==> src/rtl/mem_port_arbiter.sv <==
// ---------------------------------------------------------------------------
// mem_port_arbiter
//
// Shares the processor's single memory port between instruction fetch (IF)
// and data memory (DM). A request seen in IDLE is granted and its owner,
// address, write data and write enable are latched. The access then runs
// for LAT cycles. The read data is registered for the owner, and the owner
// gets a one-cycle acknowledge.
//
// Configuration macro:
//   ARB_ROUND_ROBIN_EN  defined   -> round-robin between IF and DM
//                       undefined -> fixed priority, DM wins over IF
//
// Parameters:
//   N    address/data width
//   LAT  memory access cycles, 1..15
//
// Ports:
//   clk, reset            rising-edge clock, async active-high reset
//   if_req/if_addr        fetch request (level) and address
//   if_ack/if_rdata       fetch completion pulse and registered read data
//   dm_req/dm_we          data request (level), 1 = write
//   dm_addr/dm_wdata      data address and write data
//   dm_ack/dm_rdata       data completion pulse and registered read data
//   mem_sel               port owner, 1 = DM, 0 = IF
//   mem_en/mem_we         memory enable / write strobe
//   mem_addr/mem_wdata    latched address / write data of the access
//   mem_rdata             memory read data, valid in last ACCESS cycle
//   busy                  high while an access or its response is in flight
// ---------------------------------------------------------------------------
module mem_port_arbiter #(
  parameter int N   = 64,
  parameter int LAT = 2
) (
  input  logic         clk,
  input  logic         reset,
  input  logic         if_req,
  input  logic [N-1:0] if_addr,
  output logic         if_ack,
  output logic [N-1:0] if_rdata,
  input  logic         dm_req,
  input  logic         dm_we,
  input  logic [N-1:0] dm_addr,
  input  logic [N-1:0] dm_wdata,
  output logic         dm_ack,
  output logic [N-1:0] dm_rdata,
  output logic         mem_sel,
  output logic         mem_en,
  output logic         mem_we,
  output logic [N-1:0] mem_addr,
  output logic [N-1:0] mem_wdata,
  input  logic [N-1:0] mem_rdata,
  output logic         busy
);

  localparam logic [1:0] IDLE   = 2'd0;
  localparam logic [1:0] ACCESS = 2'd1;
  localparam logic [1:0] RESP   = 2'd2;

  // The counter counts down to 0, so the last ACCESS cycle is the one with cnt == 0
  localparam logic [3:0] CNT_INIT = 4'(LAT - 1);

  logic [1:0]   state_q, state_d;
  logic [3:0]   cnt_q, cnt_d;
  logic         sel_q, sel_d;
  logic         we_q, we_d;
  logic [N-1:0] addr_q, addr_d;
  logic [N-1:0] wdata_q, wdata_d;
  logic [N-1:0] if_rdata_q, if_rdata_d;
  logic [N-1:0] dm_rdata_q, dm_rdata_d;
  logic         any_req;
  logic         grant_dm;

  assign any_req = if_req | dm_req;

`ifdef ARB_ROUND_ROBIN_EN
  // last_if_q = 1 means IF got the last grant. After reset it is 0, which
  // means DM was last, so IF wins the first conflict.
  logic last_if_q, last_if_d;

  always_comb begin
    if (if_req && dm_req) grant_dm = last_if_q;
    else                  grant_dm = dm_req;
  end

  always_comb begin
    last_if_d = last_if_q;
    if (state_q == IDLE && any_req) last_if_d = ~grant_dm;
  end

  always_ff @(posedge clk or posedge reset) begin
    if (reset) last_if_q <= 1'b0;
    else       last_if_q <= last_if_d;
  end
`else
  // DM wins any conflict. Otherwise the only requester is granted.
  assign grant_dm = dm_req;
`endif

  // Sequencer. Requests are sampled only in IDLE, and everything the memory
  // sees is latched at grant time, so requester inputs that change during
  // ACCESS have no effect.
  always_comb begin
    state_d    = state_q;
    cnt_d      = cnt_q;
    sel_d      = sel_q;
    we_d       = we_q;
    addr_d     = addr_q;
    wdata_d    = wdata_q;
    if_rdata_d = if_rdata_q;
    dm_rdata_d = dm_rdata_q;
    case (state_q)
      IDLE: begin
        if (any_req) begin
          state_d = ACCESS;
          cnt_d   = CNT_INIT;
          sel_d   = grant_dm;
          we_d    = grant_dm & dm_we;
          addr_d  = grant_dm ? dm_addr : if_addr;
          wdata_d = grant_dm ? dm_wdata : '0;
        end
      end
      ACCESS: begin
        if (cnt_q == 4'd0) begin
          state_d = RESP;
          // DM writes leave dm_rdata untouched
          if (!sel_q)      if_rdata_d = mem_rdata;
          else if (!we_q)  dm_rdata_d = mem_rdata;
        end else begin
          cnt_d = cnt_q - 4'd1;
        end
      end
      RESP:    state_d = IDLE;
      default: state_d = IDLE;
    endcase
  end

  always_ff @(posedge clk or posedge reset) begin
    if (reset) begin
      state_q    <= IDLE;
      cnt_q      <= 4'd0;
      sel_q      <= 1'b0;
      we_q       <= 1'b0;
      addr_q     <= '0;
      wdata_q    <= '0;
      if_rdata_q <= '0;
      dm_rdata_q <= '0;
    end else begin
      state_q    <= state_d;
      cnt_q      <= cnt_d;
      sel_q      <= sel_d;
      we_q       <= we_d;
      addr_q     <= addr_d;
      wdata_q    <= wdata_d;
      if_rdata_q <= if_rdata_d;
      dm_rdata_q <= dm_rdata_d;
    end
  end

  // The write strobe is asserted only while the access is in progress
  assign mem_en    = (state_q == ACCESS);
  assign mem_we    = mem_en & sel_q & we_q;
  assign mem_sel   = sel_q;
  assign mem_addr  = addr_q;
  assign mem_wdata = wdata_q;
  assign busy      = (state_q != IDLE);
  assign if_ack    = (state_q == RESP) & ~sel_q;
  assign dm_ack    = (state_q == RESP) &  sel_q;
  assign if_rdata  = if_rdata_q;
  assign dm_rdata  = dm_rdata_q;

endmodule

==> config.mk <==
export PLATFORM = sky130hd
export DESIGN_NAME = mem_port_arbiter
export DESIGN_NICKNAME = d
export VERILOG_FILES = /design/src/rtl/mem_port_arbiter.sv
export SDC_FILE = /design/constraint.sdc
export NUM_CORES = 1
export LEC_CHECK = 0
export CAP_MARGIN = 20
export CORE_AREA = 4 4 199 201
export DETAILED_ROUTE_END_ITERATION = 8
export DIE_AREA = 0 0 203 205
export SLEW_MARGIN = 25
export SYNTH_ARGS = -nofsm -noshare
export SYNTH_HDL_FRONTEND = slang
export SYNTH_SLANG_ARGS = --single-unit
export TNS_END_PERCENT = 1
==> constraint.sdc <==
create_clock -name clk -period 9.17 [get_ports clk]
set_input_delay 1.3755 -clock clk [delete_from_list [all_inputs] [get_ports clk]]
set_output_delay 1.3755 -clock clk [all_outputs]
set_load 0.005 [all_outputs]
==> impl_metrics.csv <==
group,metric,value,unit
run_status,status,"finished clean",
timing,period_minus_slack,3690,ps
timing,setup-tns-final,0,ps
placed_design,dpl.hpwl,26300,um
critical_path,r2r-start,"cnt_q[0]$_DFFE_PP0P_",
critical_path,reg2reg_slack,6530,ps
routing,vias,8233,
pwr,p_per_area,334,mW/mm^2
placed_design,dp_slack,5390,ps
pwr,totalPowerFinal,5870,uW
routing,wl_per_cell,20.7,um
global_route,grt_max_degree,137,
synthesis,synth_mux_area_share,23.2,%
routing,firstDrtPassIters,5,
pwr,peakVddDrop,0.146,mV
synthesis,yosysWarnings,0,
cells_and_area,layout_commonest_cell,"clkdlybuf4s50_1",
pwr,p_leak,0.00785,uW
floorplanning,fp.coreArea,0.0376,sq mm
cells_and_area,syn2layout_area_growth,60.3,%
critical_path,crit_path_start,"state_q[0]$_DFFE_PP0P_",
timing,tightest_slew,1060,ps
run,max_cap_violations,0,
clocking,cts_buffer_depth,3,
synthesis,ys_ff_latch,264,
cells_and_area,final_cell_mix,"clkdlybuf4s50_1 (521), dfrtp_1 (264), o21ai_0 (129)",
timing,skew,18.7,ps
floorplanning,num_rows,71,
synthesis,synthDistinctLibCells,32,
timing,finalMaxSlewViolations,0,
global_route,grtUsageTotal,16.6,%
timing,finalHoldViolations,0,
synthesis,yosys_most_used_dff,"dfrtp_1",
global_route,grt_pass1_wl,54300,um
cells_and_area,fin_util,46.8,%
floorplanning,die_x,203,um
critical_path,path_max_fanout,68,
routing,postRouteAntennaNets,0,
critical_path,r2r-end,"if_rdata[20]$_DFFE_PP0P_",
critical_path,crit_chain,"nor2_1 > buf_4 > inv_4 > clkdlybuf4s50_1",
critical_path,r2r_cells,6,
clocking,path_clk_slew,60,ps
floorplanning,dieArea,0.0416,sq mm
placed_design,gp_congestion,0.771,
routing,drc,0,
synthesis,yosys.area_share.xor_xnor,0,%
synthesis,syn-cell-area,0.0110,sq mm
critical_path,critical_path.endpoint_type,"output pin",
clocking,cts_resized,0,
clocking,cts_tree,"yes",
global_route,grt_pass1_vias,8728,
critical_path,crit_type,"reg2out",
floorplanning,ios,523,
synthesis,synth_area_leader_cell,"dfrtp_1",
timing,setup_viol,0,
cells_and_area,layout-drive-gt1-share,15.8,%
synthesis,async_flop_share,100,%
synthesis,syn_area_per_cell,14.8,sq um
critical_path,endpoint,"busy",
synthesis,synth_top_area_share,60.2,%
floorplanning,die_h,205,um
floorplanning,start_util,29.2,%
synthesis,synth_top_family_by_area,"multiplexers",
global_route,grt_overflow,0,
clocking,numCtsBuffers,31,
timing,holdWs,499,ps
critical_path,slowest_delay,640,ps
timing,rsz0062_at_grt,"no",
timing,setup_slack,5480,ps
routing,detail_route.vias_per_cell,4.61,
clocking,cts_sinks,264,
placed_design,port_buffers,522,
clocking,cts_hold_repair.buffers,0,
synthesis,synth_edf_count,0,
critical_path,slowest_stage,"clkdlybuf4s50_1",
synthesis,synthesis.nets,1005,
synthesis,ys_top_cells_by_area,"dfrtp_1 (60%), mux2_4 (16%), o21ai_0 (5.9%)",
min_path,hp-class,"reg2reg",
routing,drtIter0Drc,340,
critical_path,cp_data_required_time,7790,ps
global_route,antenna_found_initial,5,
synthesis,synth_simple_gate_area_share,1.31,%
synthesis,synthCells,743,
clocking,insertion_delay,570,ps
synthesis,yosysSeqAreaShare,60.2,%
critical_path,arrival,2320,ps
synthesis,synth-compound-area-share,11.5,%
cells_and_area,fin_nets,1512,
routing,routed_wirelength,37000,um
clocking,cts_root_buf,"clkbuf_16",
clocking,htree_levels,1,
synthesis,yosys.area_share.adder,0.114,%
timing,fmax,271,MHz
timing,fin_crit_sh,40.3,%
timing,relSlewSlack,29.4,%
critical_path,setup.worst_path.start_class,"register",
clocking,post_cts_buffers,0,
## metal layers
| layer | GRT usage [%] | part of all wire (%) | vias up |
|---|---|---|---|
| li1 | - | - | 3741 |
| met1 | 20.2 | 40 | 4056 |
| met2 | 27.9 | 48 | 371 |
| met3 | 6.14 | 9.8 | 59 |
| met4 | 5.02 | 2.4 | 6 |
| met5 | 0 | 0.076 | - |
## worst max-delay path, delay by kind of cell, from the launching register on
kind / cells / cell delay [ps]
DFF: 1 / 380
buffers and inverters: 3 / 1260
and+or+nand+nor: 1 / 50
## Yosys cell counts (2+ instances only)
library cell	n
mux2_2	9
nand2b_1	3
nand3b_1	2
clkbuf_1	34
buf_2	4
nand3_1	2
nor2_1	2
nor3_1	3
mux2i_1	64
buf_12	6
buf_1	4
a22o_1	65
nand4b_1	2
dfrtp_1	264
o21ai_0	130
buf_6	8
inv_1	5
mux2_4	120
nor3b_1	2
o211ai_1	2
## where the power goes
part / switching [uW] / total (uW) / internal [uW]
clock: 499 / 1180 / 680
sequential: 314 / 2050 / 1730
combinational: 943 / 2640 / 1700
total: 1760 / 5870 / 4120
## flip-flops by register name, indices dropped and copies added (netlist names)
| name | cells |
|---|---|
| if_rdata | 64 |
| cnt_q | 4 |
| we_q | 1 |
| mem_wdata | 64 |
| state_q | 2 |
| mem_addr | 64 |
| mem_sel | 1 |
| dm_rdata | 64 |
## cell type report
cell class | count | area (sq um)
antenna | 2 | 5.00
clock buffer | 42 | 887
clock inverter | 14 | 101
fill | 3454 | 20000
inverter | 5 | 28.8
multi-input combinational | 416 | 3980
sequential | 264 | 6610
tap | 511 | 639
timing repair buffer | 532 | 5330
## worst min-delay path by stage
stage / start / end / slack, ps / cells after the start
6_report: dm_rdata[60]$_DFFE_PP0P_ / dm_rdata[60]$_DFFE_PP0P_ / 500 / 1
5_1_grt: mem_wdata[54]$_DFFE_PP0P_ / mem_wdata[54]$_DFFE_PP0P_ / 510 / 1
4_1_cts: mem_wdata[54]$_DFFE_PP0P_ / mem_wdata[54]$_DFFE_PP0P_ / 500 / 1
3_5_place_dp: mem_wdata[54]$_DFFE_PP0P_ / mem_wdata[54]$_DFFE_PP0P_ / 480 / 1
3_3_place_gp: mem_wdata[21]$_DFFE_PP0P_ / mem_wdata[21]$_DFFE_PP0P_ / 480 / 1
2_1_floorplan: we_q$_DFFE_PP0P_ / we_q$_DFFE_PP0P_ / 470 / 1
## through the flow
stage	cells	cell area, sq um
after global placement	1727	16600
after CTS	1783	17600
after floorplan	743	11000
after detailed placement	1727	16600
final	1786	17600
after global routing	1785	17600
## kinds of logic (layout without fill, tap and decap cells)
group | Yosys count | after routing
DFF | 264 | 264
muxes | 193 | 193
and+or+nand+nor | 22 | 22
adders and majority gates | 1 | 1
AOI/OAI and AO/OA | 200 | 200
buffers and inverters | 63 | 593
other | 0 | 2
No activity file was read; power rests on OpenSTA's default activity.
